### src/rtl/inert_sensor_resp.sv
// SPI mode-0 responder standing in for the inertial sensor: 16-bit register frames,
// periodic pitch sampling with a data-ready interrupt cleared by reading PITCH_H.
module inert_sensor_resp #(
    parameter int          INT_PERIOD   = 4096,
    parameter logic [7:0]  WHO_AM_I_VAL = 8'h6A
) (
    input  logic        clk,
    input  logic        rst_n,
    input  logic        SS_n,
    input  logic        SCLK,
    input  logic        MOSI,
    input  logic [15:0] ptch_in,
    output logic        MISO,
    output logic        INT
);
    localparam int             CW       = $clog2(INT_PERIOD);
    localparam logic [CW-1:0]  CNT_LAST = CW'(INT_PERIOD - 1);

    localparam logic [6:0] ADDR_INT_CFG  = 7'h0D;
    localparam logic [6:0] ADDR_WHO_AM_I = 7'h0F;
    localparam logic [6:0] ADDR_CTRL     = 7'h10;
    localparam logic [6:0] ADDR_PITCH_L  = 7'h22;
    localparam logic [6:0] ADDR_PITCH_H  = 7'h23;

    typedef enum logic {IDLE, SHIFT} state_t;

    state_t          state;
    logic            ss_s1, ss_s2, ss_s3;
    logic            sclk_s1, sclk_s2, sclk_s3;
    logic            mosi_s1, mosi_s2;
    logic [15:0]     rx;
    logic [4:0]      bit_cnt;
    logic [7:0]      tx;
    logic            rd_phase;
    logic [7:0]      int_cfg;
    logic [7:0]      ctrl;
    logic [15:0]     pitch_shadow;
    logic [CW-1:0]   smp_cnt;
    logic            drdy;
    logic            int_q;

    logic            ss_fall, ss_rise, sclk_rise, sclk_fall;
    logic [15:0]     rx_shift;
    logic [7:0]      rd_byte;
    logic            frame_done, wr_en, rd_clr, sample;

    assign ss_fall   = ~ss_s2 & ss_s3;
    assign ss_rise   = ss_s2 & ~ss_s3;
    assign sclk_rise = sclk_s2 & ~sclk_s3;
    assign sclk_fall = ~sclk_s2 & sclk_s3;
    assign rx_shift  = {rx[14:0], mosi_s2};

    assign frame_done = (state == SHIFT) && ss_rise && (bit_cnt == 5'd16);
    assign wr_en      = frame_done && !rx[15];
    assign rd_clr     = frame_done && rx[15] && (rx[14:8] == ADDR_PITCH_H);
    assign sample     = (ctrl != 8'h00) && (smp_cnt == CNT_LAST);

    // Read data is looked up from the command byte as it completes on the 8th rise.
    always_comb begin
        rd_byte = 8'h00;
        case (rx_shift[6:0])
            ADDR_INT_CFG:  rd_byte = int_cfg;
            ADDR_WHO_AM_I: rd_byte = WHO_AM_I_VAL;
            ADDR_CTRL:     rd_byte = ctrl;
            ADDR_PITCH_L:  rd_byte = pitch_shadow[7:0];
            ADDR_PITCH_H:  rd_byte = pitch_shadow[15:8];
            default:       rd_byte = 8'h00;
        endcase
    end

    // SS_n chain resets low so a select already active at reset release never looks like a fall.
    always_ff @(posedge clk) begin
        if (!rst_n) begin
            ss_s1   <= 1'b0;
            ss_s2   <= 1'b0;
            ss_s3   <= 1'b0;
            sclk_s1 <= 1'b0;
            sclk_s2 <= 1'b0;
            sclk_s3 <= 1'b0;
            mosi_s1 <= 1'b0;
            mosi_s2 <= 1'b0;
        end else begin
            ss_s1   <= SS_n;
            ss_s2   <= ss_s1;
            ss_s3   <= ss_s2;
            sclk_s1 <= SCLK;
            sclk_s2 <= sclk_s1;
            sclk_s3 <= sclk_s2;
            mosi_s1 <= MOSI;
            mosi_s2 <= mosi_s1;
        end
    end

    always_ff @(posedge clk) begin
        if (!rst_n) begin
            state    <= IDLE;
            rx       <= 16'h0000;
            bit_cnt  <= 5'd0;
            tx       <= 8'h00;
            rd_phase <= 1'b0;
        end else begin
            case (state)
                IDLE: begin
                    bit_cnt  <= 5'd0;
                    rd_phase <= 1'b0;
                    if (ss_fall) begin
                        state <= SHIFT;
                        rx    <= 16'h0000;
                        tx    <= 8'h00;
                    end
                end
                SHIFT: begin
                    if (ss_rise) begin
                        state    <= IDLE;
                        bit_cnt  <= 5'd0;
                        rd_phase <= 1'b0;
                    end else if (sclk_rise && bit_cnt != 5'd16) begin
                        rx      <= rx_shift;
                        bit_cnt <= bit_cnt + 5'd1;
                        if (bit_cnt == 5'd7 && rx_shift[7]) begin
                            tx       <= rd_byte;
                            rd_phase <= 1'b1;
                        end
                    end else if (sclk_fall && rd_phase && bit_cnt >= 5'd9 && bit_cnt <= 5'd15) begin
                        tx <= {tx[6:0], 1'b0};
                    end
                end
                default: state <= IDLE;
            endcase
        end
    end

    always_ff @(posedge clk) begin
        if (!rst_n) begin
            int_cfg      <= 8'h00;
            ctrl         <= 8'h00;
            pitch_shadow <= 16'h0000;
            smp_cnt      <= '0;
            drdy         <= 1'b0;
            int_q        <= 1'b0;
        end else begin
            if (wr_en && rx[14:8] == ADDR_INT_CFG) int_cfg <= rx[7:0];
            if (wr_en && rx[14:8] == ADDR_CTRL)    ctrl    <= rx[7:0];

            if (ctrl == 8'h00 || sample)
                smp_cnt <= '0;
            else
                smp_cnt <= smp_cnt + 1'b1;
            // Turning sampling off restarts the period from zero immediately.
            if (wr_en && rx[14:8] == ADDR_CTRL && rx[7:0] == 8'h00)
                smp_cnt <= '0;

            if (sample) pitch_shadow <= ptch_in;

            if (sample)      drdy <= 1'b1;
            else if (rd_clr) drdy <= 1'b0;

            int_q <= drdy & int_cfg[0];
        end
    end

    assign MISO = rd_phase & tx[7];
    assign INT  = int_q;

endmodule
### config.mk
export PLATFORM = sky130hd
export DESIGN_NAME = inert_sensor_resp
export DESIGN_NICKNAME = d
export VERILOG_FILES = /design/src/rtl/inert_sensor_resp.sv
export SDC_FILE = /design/constraint.sdc
export NUM_CORES = 1
export LEC_CHECK = 0
export ABC_AREA = 1
export BUFFER_PORTS_ARGS = -buffer_cell sky130_fd_sc_hd__buf_2
export CAP_MARGIN = 30
export CORE_MARGIN = 2
export CORE_UTILIZATION = 40
export CTS_CLUSTER_SIZE = 8
export DETAILED_ROUTE_END_ITERATION = 6
export PLACE_DENSITY = 0.6
export SLEW_MARGIN = 5
export SYNTH_ARGS = -nofsm -noshare
export SYNTH_HDL_FRONTEND = slang
export SYNTH_SLANG_ARGS = --single-unit
### constraint.sdc
create_clock -name clk -period 1.85 [get_ports clk]
set_input_delay 0.2775 -clock clk [delete_from_list [all_inputs] [get_ports clk]]
set_output_delay 0.2775 -clock clk [all_outputs]
set_load 0.02 [all_outputs]
# == Word level (Yosys, flattened, before mapping) ==
# Index checks and enable logic that the tools add are counted.
# W data, S select, Z words.
# classes
reduce_logical,24
n_eq_ne,19
n_bitwise,12
n_addsub,2
muxes,23
n_lt_le_gt_ge,2
# ops
cell,count
$mux W16,3
$mux W8,5
$pmux W8 S5,1
$pmux W16 S2,1
$eq A7 B4 Y1 const B,3
$eq A7 B6 Y1 const B,3
$logic_not A8 Y1,2
$pmux W8 S2,1
$eq A7 B5 Y1 const B,2
$logic_and A1 B1 Y1,14
$add A12 B1 Y12 const B,1
$eq A12 B12 Y1 const B,1
$mux W5,2
$pmux W5 S2,1
$ne A3 B1 Y1 const B,3
$reduce_bool A8 Y1,1
$mux W1,7
$and A1 B1 Y1,6
$not A1 Y1,6
$add A5 B1 Y5 const B,1
$eq A5 B3 Y1 const B,1
$eq A5 B5 Y1 const B,1
$ge A5 B4 Y1 const B,1
$le A5 B4 Y1 const B,1
other kinds (12),14
# totals
output_inout_bits,2
in_bits,21
elab_cells,101
reg_bits,85

# == Longest topological paths before layout ==
# Gate-level depths: netlist of run 1.
# depth
depth_word,9
mapped_depth,12

# == Worst setup path before layout of run 1 ==
# No wires, ideal clock.
# synth_timing
kind,reg2reg
start,reg bit_cnt[0]
end,reg tx[1]
path_stages_with_launch,11
slack_ns,0.261
arrival_time_ns,1.477
cell_sequence,dfxtp_1 -> inv_1 -> ha_1 -> nand3_2 -> nand3_1 -> o21ai_0 -> inv_2 -> nand2_4 -> nand2_1 -> nand2_1 -> nor2_2
# synth_via
elab_chain_cells,5
# synth_lines
item,line,source
from (decl),32,logic [4:0] bit_cnt;
from (signal assigned),119,bit_cnt <= bit_cnt + 5'd1;
$ge A5 B4 Y1 or $ne A5 B5 Y1 (tied branches),"124, 117",
"$logic_and A1 B1 Y1, on equally long branches","124, 117",
$logic_and A1 B1 Y1 or $mux W8 (tied branches),"124, 117",
$ne A3 B1 Y1 (no source line) or $mux W8 (tied branches),--,
$reduce_and A4 Y1 (no source line) or $pmux W8 S2 (tied branches),--,
to (signal assigned),121,tx <= rd_byte;
to (signal assigned),125,"tx <= {tx[6:0], 1'b0};"
to (decl),33,logic [7:0] tx;
# Parallel ways exist; a longest one is shown, timed or not. The select of a mux whose other input is x is not followed.
# A chain may end at the register's enable or synchronous reset.

# == Final worst setup path of run 1 ==
# layout_timing
start,reg bit_cnt[1]
end,reg rx[4]
# layout_via
elab_chain_cells,4
# layout_lines
item,line,source
$ne A5 B5 Y1,117,end else if (sclk_rise && bit_cnt != 5'd16) begin
$logic_and A1 B1 Y1,117,
$ne A2 B1 Y1 (no source line),--,
$reduce_and A3 Y1 (no source line),--,
to (signal assigned),118,rx <= rx_shift;
to (decl),31,logic [15:0] rx;
# No other way between the ends.

==> metrics, run 1 <==
status finished clean; Global Route Usage Sum 0.166; Max Freq 594 MHz; Diodes inserted 0; post-synthesis register bit count 85; I/O Buffers 22; top post-synthesis cells by area dfxtp_1, nor2_1, nand2_1, nand3_1, a21oi_1; post-route ant nets 0; Yosys top cell area share 0.427; initial antenna violation count 0; Initial DRC Count 152; Worst Skew 10.8 ps; Final WS setup 165 ps; Worst Path Max Fanout 16; clock group share of total power 0.385; most common cell in the netlist nor2_1; Max Root-Sink Buffers 2; max_cap viols 0; min cycle time layout 1680 ps; commonest cells in the netlist nor2_1, dfxtp_1, nand2_1; Crit Path Class register to register; largest net degree at the start of global routing 23; DRT Pass-1 Iters 4; cell-internal power 2610 µW; Initial Util 0.409; Chip Width 104 µm; Power Density 781 nW/µm²; synthesized area per cell 7.40 µm²; Crit path top cell by count nand2_2; Slew HR 0.504; die height 104 µm; GPL Wtd Cong 0.842; Least-Margin Pin Slew 744 ps; post-synthesis mux area share 0; register share of total power 0.546; number of global-route vias before repair 3315; num rows 36; Post-Synth Simple-Gate Area 0.328; NumNets Final 588; Critical Path AT 1890 ps; Post-Syn Area 3980 µm²; Post-Synthesis Cells 538; Area Growth Syn to Fin 11.1%; Synth Area in Adders 0.0157; Syn Nets 564; Post-synth EDFFs 0; Final Power 3460 µW; total I/O pin count 23; final hold violations 0; Detailed Place HPWL 6280 µm; TritonCTS Buffers 9; Compound-Gate Fraction of Synth Area 0.122; crit end category register; worst path cell trace inv_1 -> ha_1 -> nand3_2 -> nand2_2 -> nand2_2 -> nand2_2 -> buf_12 -> a21oi_1 -> a211oi_1; CP max stage delay 380 ps; Post-Place Worst Slack 81.9 ps; die area 10800 µm²; worst min-delay path class input port to register; total core area 9730 µm²; WL/cell 12.3 µm; Ys Warns 0; Post-Synth XOR/XNOR Area 0.0220; RSZ-0062 raised after global routing false; Static Leak 0.00175 µW; Startpoint Class register; Remaining DRCs 0; Top FF cell, synth dfxtp_1; clock-pin transition on the worst setup and hold timing paths 90 ps; post-synth top area cell dfxtp_1; H-tree Lvls 3; post-DR vias/cell 4.86; final setup fails 0; ratio of cells with drive above 1 in the final layout 0.175; largest family of logic cells by synthesized area simple AND/OR/NAND/NOR gates; sw frac 0.246; CTS tree yes; VDD IR max 313 µV; Comb pwr share 0.070; Net Switching 851 µW; Required @ worst endpoint 2060 ps; synth unique cells 34; clock sinks 85; first-pass GRT wire length 14700 µm; asr flop ratio synth 0; FILL cells 1033; Setup TNS 0 ps; crit share post-route 0.911; Root Buffer clkbuf_8; remaining global-route overflow 0; post-synthesis sequential area ratio 0.427; drt total wl 8620 µm; Slowest-stage cell, CP dfxtp_2; routed via count 3403; Slew Viols, Final 0; clk_lat worst skew 360 ps; Post-CTS Hold Fix Bufs 0
per-layer routing:
metal	share of wire	GRT usage	wire (µm)
met2	0.46	0.275	3950
met3	0.031	0.0327	265
met1	0.49	0.216	4250
met4	0.018	0.0550	155
met5	0	0	0
worst max-delay path, delay by kind of cell, from the launching register on:
kind / cells / cell delay (ps)
buffers and inverters: 2 / 290
AND/OR/NAND/NOR: 4 / 470
flip-flops: 1 / 380
AO/OA/AOI/OAI: 2 / 200
adder cells (fa/ha/maj): 1 / 190
power by group through the flow:
stage          Sequential (µW)  Combinational [µW]  Clock (µW)
3_3_place_gp              1930                 235           0
4_1_cts                   1890                 240        1370
6_report                  1890                 241        1330
3_5_place_dp              1930                 239           0
2_1_floorplan             1920                 180           0
5_1_grt                   1890                 272        1450
cells in the final DEF, fill, tap and decap left out, drive strengths merged:
| cell type | netlist | routed |
|---|---|---|
| a211oi | 12 | 12 |
| a21oi | 39 | 39 |
| and3 | 1 | 1 |
| buf | 11 | 30 |
| bufinv | 0 | 1 |
| clkbuf | 6 | 11 |
| clkinv | 0 | 3 |
| clkinvlp | 0 | 1 |
| dfxtp | 85 | 85 |
| ha | 5 | 5 |
| inv | 55 | 55 |
| nand2 | 88 | 88 |
| nand3 | 60 | 60 |
| nand4 | 7 | 7 |
| nor2 | 114 | 114 |
| nor3 | 6 | 6 |
| nor4 | 1 | 1 |
| o21ai | 35 | 35 |
| o21bai | 1 | 1 |
| or2 | 2 | 2 |
| xnor2 | 5 | 5 |
| xor2 | 5 | 5 |
per-stage QoR:
step           instances  hold slack, ps   util  cell area, µm²
6_report             700            94.7  0.455            4420
5_1_grt              700            95.3  0.455            4420
4_1_cts              700            85.7  0.453            4400
3_5_place_dp         684             400  0.432            4200
3_3_place_gp         684             399  0.432            4200
2_1_floorplan        538             375      -            3980
area by class of cell:
type                       count  area, µm²  area share
multi-input combinational    381       1960       0.442
sequential                    85       1700       0.385
inverter                      55        214      0.0484
timing repair buffer          30        183      0.0413
tap                          133        166      0.0376
clock buffer                  11        141      0.0320
clock inverter                 5       60.1      0.0136
sequential cells by signal (all words and copies together), names as in the netlist:
signal	count
int_cfg	8
state	1
ss_s2	1
drdy	1
rx	16
ctrl	8
pitch_shadow	16
mosi_s2	1
sclk_s2	1
tx	8
ss_s3	1
bit_cnt	5
sclk_s3	1
mosi_s1	1
sclk_s1	1
INT	1
rd_phase	1
ss_s1	1
smp_cnt	12
final timing paths:
check,from,to,slack [ps],cells past startpoint
setup reg to reg,bit_cnt[1],rx[4],170,9
hold / removal,SCLK,sclk_s1,90,3
setup / recovery,bit_cnt[1],rx[4],170,9
hold reg to reg,sclk_s1,sclk_s2,420,2
kinds of logic after synthesis:
logic type	count (synthesis)
AO/OA/AOI/OAI	87
XOR/XNOR	10
adder cells (fa/ha/maj)	5
buffers and inverters	72
flip-flops	85
AND/OR/NAND/NOR	279
what timing repair did:
action / in CTS / in global routing
endpoints found under the hold margin: 0 / 0
setup endpoints to repair: 0 / 26
gates resized for setup: 0 / 8
setup buffers: 0 / 0
Note: power is estimated with default switching activity, not from simulation.
==> run 2, diff against run 1 <==
CORE_UTILIZATION = 60   (was 40)
PLACE_DENSITY = 0.83   (was 0.6)
==> run 2 against run 1 <==
Net effect:
- power is 5.6% lower
- count of clock-buffer cells in the layout is 1 lower
- sequential cell count stayed put
- hold slack hardly changed
- non-clock buffer count is 4 lower
- register-to-register slack hardly changed
- cell count is 8.7% lower
- via count is 4.1% higher
- sequential power hardly changed
- worst setup slack better by 9.8 ps
- cell area is 3.3% lower
- global-route usage is 7.6 points higher
==> metrics, run 2 (synthesis results as in run 1) <==
remaining global-route overflow 0 (unchanged); Static Leak 0.00172 µW (-1.9%); CP max stage delay 470 ps (+90 ps); drt total wl 8240 µm (-4.4%); Startpoint Class register; status finished clean; fin area 4280 µm² (-3.3%); cell family with most CP delay simple AND/OR/NAND/NOR gates; Post-CTS Hold Fix Bufs 0 (unchanged); most frequent cells in the layout nor2_1, dfxtp_1, nand2_1, nand3_1, inv_1; largest net degree at the start of global routing 34 (+48%); total I/O pin count 23 (unchanged); Setup TNS 0 ps (unchanged); GR peak layer met2; H-tree Lvls 3 (unchanged); VDD IR max 529 µV (+69%); Chip Width 85.5 µm (-18%); Initial Util 0.624 (+0.214); CTS tree yes; Area Growth Syn to Fin 7.45%; Worst Skew 6.90 ps (-3.85 ps); post-DR vias/cell 5.54 (+14%); post-route ant nets 0 (unchanged); Root Buffer clkbuf_8; Final Power 3260 µW (-5.6%); Initial DRC Count 245 (+61%); Max Freq 597 MHz (+0.58%); num rows 29 (-19%); leading cell type in the layout, fill and taps excluded nor2_1; total core area 6390 µm² (-34%); TritonCTS Buffers 9 (unchanged); crit share post-route 0.905 (-0.00529); RSZ-0062 raised after global routing false; Least-Margin Pin Slew 715 ps (-29.0 ps); worst path cell trace nand2_1 -> nor2_4 -> nand2_1 -> nand3_2 -> o21bai_4 -> nor2_1 -> nor2_1 -> nor2_2; Worst Path Max Fanout 17 (+1); Max Root-Sink Buffers 2 (unchanged); met2 usage 0.381 (+0.105); ratio of cells with drive above 1 in the final layout 0.162 (-0.0127); Required @ worst endpoint 2160 ps (+100 ps); final setup fails 0 (unchanged); WL/cell 12.9 µm (+4.8%); number of global-route vias before repair 3260 (-1.7%); Buf/Inv on CP 0 (-2); Global Route Usage Sum 0.242 (+0.0764); clk_lat worst skew 360 ps (about the same); r2r setup slk 180 ps (about the same); GPL Wtd Cong 0.951 (+13%); NumNets Final 584 (-0.68%); max_cap viols 0 (unchanged); die area 7310 µm² (-32%); first-pass GRT wire length 14200 µm (-3.7%); worst hold slack 94.7 ps (+0.0193 ps); Crit Path Class register to register; Remaining DRCs 0 (unchanged); placed inst area 4100 µm² (-2.4%); Slew Viols, Final 0 (unchanged); die height 85.5 µm (-18%); Critical Path AT 1980 ps (+90 ps); Power Density 763 nW/µm² (-2.4%); I/O Buffers 22 (unchanged); Detailed Place HPWL 5850 µm (-6.9%); crit end category register; initial antenna violation count 0 (unchanged); min cycle time layout 1670 ps (-9.78 ps); routed via count 3542 (+4.1%); Slew HR 0.523 (+0.0194); clock-pin transition on the worst setup and hold timing paths 80 ps (about the same); M3 GR Usage 0.0778 (+0.0451); Slowest-stage cell, CP dfxtp_1; clock sinks 85 (unchanged); FILL cells 576 (-44%); met1 Resource Use GR 0.308 (+0.0914); final hold violations 0 (unchanged); DRT Pass-1 Iters 5 (+1); Diodes inserted 0 (unchanged); Largest regs pitch_shadow (16), rx (16), smp_cnt (12); worst min-delay path class input port to register
## run 2: routing by layer
| layer | share of wire | routed length [µm] |
|---|---|---|
| met1 | 0.45 | 3730 |
| met2 | 0.45 | 3710 |
| met3 | 0.070 | 577 |
| met4 | 0.027 | 226 |
| met5 | 0 | 0 |
## run 2: power by group
group / leakage, µW / switching, µW / total [µW] / internal (µW)
Clock: 0.0000823 / 657 / 1140 / 484
Sequential: 0.000689 / 26.2 / 1880 / 1860
Combinational: 0.000947 / 160 / 238 / 78.7
Total: 0.00172 / 842 / 3260 / 2420
## run 2: final cells by class
class | count | area (µm²) | area share
well taps | 77 | 96.3 | 0.0225
flip-flops and latches | 85 | 1710 | 0.399
inverters | 55 | 211 | 0.0494
clock inverters | 5 | 38.8 | 0.00906
repair buffers | 26 | 153 | 0.0357
multi-input cells | 381 | 1950 | 0.455
clock buffers | 10 | 128 | 0.0298
## run 2: final timing paths
kind              startpoint       to  depth (start not counted)
setup / recovery       rx[4]    tx[1]                          8
hold / removal          SCLK  sclk_s1                          3
setup reg to reg       rx[4]    tx[1]                          8
hold reg to reg      sclk_s1  sclk_s2                          2
## run 2: what timing repair did
action,CTS,global route
gates resized for setup,0,5
buffers inserted,0,0
setup endpoints to repair,0,21
## run 2: worst min-delay path, cell delays in order
cell,delay (ps)
buf_2,70
nand2_1,40
inv_1,40
## run 2: per-stage QoR
stage | std cells | setup WS, ps | util
after global placement | 624 | 154 | 0.642
after CTS | 639 | 62.0 | 0.668
after floorplan | 538 | 261 | -
after detailed placement | 624 | 69.9 | 0.642
final | 639 | 175 | 0.670
after global routing | 639 | 14.4 | 0.670
==> run 3, diff against run 2 <==
CORE_UTILIZATION = 45   (was 60)
PLACE_DENSITY = 0.66   (was 0.83)
TNS_END_PERCENT = 1   (was not set)
clock period = 1.6 ns   (was 1.85 ns; I/O delays follow)
==> run 3 against run 2 <==
Net effect:
- the run now ends with negative setup slack left
- critical endpoint is now ctrl[4]
- count of clock-buffer cells in the layout stayed put
- largest power group unchanged
- power is 26% higher
- register-to-register slack worse by 180 ps
- via count is 3.4% higher
==> metrics, run 3 (synthesis results as in run 1) <==
Max Root-Sink Buffers 2 (unchanged); Static Leak 0.00198 µW (+15%); failing checks negative setup slack; Required @ worst endpoint 1890 ps (-270 ps); NumNets Final 617 (+5.7%); Area Growth Syn to Fin 26.3%; worst min-delay path class input port to register; Global Route Usage Sum 0.196 (-0.0460); Detailed Place HPWL 6330 µm (+8.2%); most frequent cells in the layout nor2_1, dfxtp_1, nand2_1, nand3_1, inv_1; crit end category register; final setup fails 1 (+1); RR Endpoint ctrl[4]; met3 WL post-DR 365 µm (-37%); Core Util, Final 0.583 (-0.0875); Critical Path AT 1890 ps (-90 ps); placed inst area 4310 µm² (+5.0%); routed via count 3663 (+3.4%); GPL Wtd Cong 0.950 (-0.15%); Diodes inserted 0 (unchanged); max_cap viols 0 (unchanged); total core area 8640 µm² (+35%); final hold violations 0 (unchanged); number of global-route vias before repair 3413 (+4.7%); num rows 34 (+17%); drt total wl 9700 µm (+18%); Post-CTS Hold Fix Bufs 0 (unchanged); total I/O pin count 23 (unchanged); post-route ant nets 0 (unchanged); H-tree Lvls 3 (unchanged); Slew HR 0.497 (-0.0260); Worst Skew 11.0 ps (+4.10 ps); remaining global-route overflow 0 (unchanged); DRT Pass-1 Iters 4 (-1); Reg2Reg Depth 9 (+1); largest net degree at the start of global routing 35 (+2.9%); Crit Path Class register to register; first-pass GRT wire length 15500 µm (+9.4%); TritonCTS Buffers 9 (unchanged); Slew Viols, Final 0 (unchanged); crit share post-route 1.00 (+0.0968); R2R Path Start bit_cnt[1]; Initial Util 0.461 (-0.162); clock-pin transition on the worst setup and hold timing paths 90 ps (about the same); CP startpoint bit_cnt[1]; Max Freq 624 MHz (+4.5%); ratio of cells with drive above 1 in the final layout 0.309 (+0.147); Chip Width 98.1 µm (+15%); Least-Margin Pin Slew 753 ps (+38.9 ps); min cycle time layout 1600 ps (-71.4 ps); Root Buffer clkbuf_8; clock sinks 85 (unchanged); VDD IR max 546 µV (+3.2%); Initial DRC Count 210 (-14%); I/O Buffers 22 (unchanged); post-DR vias/cell 5.20 (-6.1%); crit path capture ctrl[4]; fin area 5030 µm² (+18%); die area 9620 µm² (+32%); clk_lat worst skew 360 ps (about the same); FILL cells 812 (+41%); die height 98.1 µm (+15%); Startpoint Class register; r2r setup slk -3 ps (-180 ps); WL met2 4810 µm (+29%); WL/cell 13.8 µm (+6.8%); Final WS setup -3.38 ps (-179 ps); RSZ-0062 raised after global routing true; Remaining DRCs 0 (unchanged); CTS tree yes; highest routed layer met4; status finished with violations; M1 WL 4330 µm (+16%); Worst Path Max Fanout 8 (-9); leading cell type in the layout, fill and taps excluded nor2_1; Largest regs pitch_shadow (16), rx (16), smp_cnt (12); Final Power 4100 µW (+26%); Power Density 814 nW/µm² (+6.7%); initial antenna violation count 0 (unchanged)
-- run 3: cell types whose count changed in the layout (fill, tap and decap cells not counted), sizes merged --
cell and change:
buf +29, bufinv +1, clkinv -1, clkinvlp +1, inv +2, nand2 +2
-- run 3: stage by stage --
stage	setup WS, ps	std cells	hold WS (ps)	setup TNS, ps
5_1_grt	-70.4	704	60.2	-1850
3_3_place_gp	-22.9	674	394	-141
2_1_floorplan	10.7	538	338	0
4_1_cts	-20.9	692	41.4	-45.8
3_5_place_dp	-110	674	410	-786
6_report	-3.38	704	51.9	-3.38
-- run 3: final cells by class --
class	instances	area (µm²)	share of cell area
multi-input combinational	383	2270	0.451
sequential	85	1720	0.341
timing repair buffer	55	455	0.0905
inverter	55	239	0.0475
tap	108	135	0.0269
clock buffer	10	128	0.0254
clock inverter	6	71.3	0.0142
timing repair inverter	2	17.5	0.00348
-- run 3: how the worst min path moves through the flow --
stage / from / endpoint / slack (ps) / cells after the start
after CTS: SCLK / sclk_s1 / 40 / 3
final: SCLK / sclk_s1 / 50 / 3
after global routing: SCLK / sclk_s1 / 60 / 3
after global placement: ss_s1 / ss_s2 / 390 / 2
after floorplan: MOSI / mosi_s1 / 340 / 2
after detailed placement: ss_s1 / ss_s2 / 410 / 2
-- run 3: power by group --
| part | switching, µW | total [µW] | internal [µW] |
|---|---|---|---|
| combinational | 228 | 367 | 139 |
| sequential | 28.7 | 2180 | 2150 |
| clock | 816 | 1550 | 736 |
-- run 3: critical path, cell delays in order, from the launching register on --
cell and delay, ps:
dfxtp_4 380, inv_4 80, ha_4 140, nand3_4 90, nor2_4 150, nand4_1 200
buf_6 210, inv_6 80, o21ai_0 70, a21oi_1 130
-- run 3: per-layer routing --
metal,vias up,global-route usage
li1,1859,-
met1,1706,0.264
met2,77,0.321
met3,21,0.0265
met4,0,0.0748
met5,-,0
-- run 3: timing repair --
item / 4_1_cts / 5_1_grt
hold endpoints to repair: 0 / 0
pin swaps: 3 / 29
setup endpoints to repair: 19 / 64
buffers inserted: 1 / 8
resized for setup: 11 / 114
gates cloned: 1 / 4
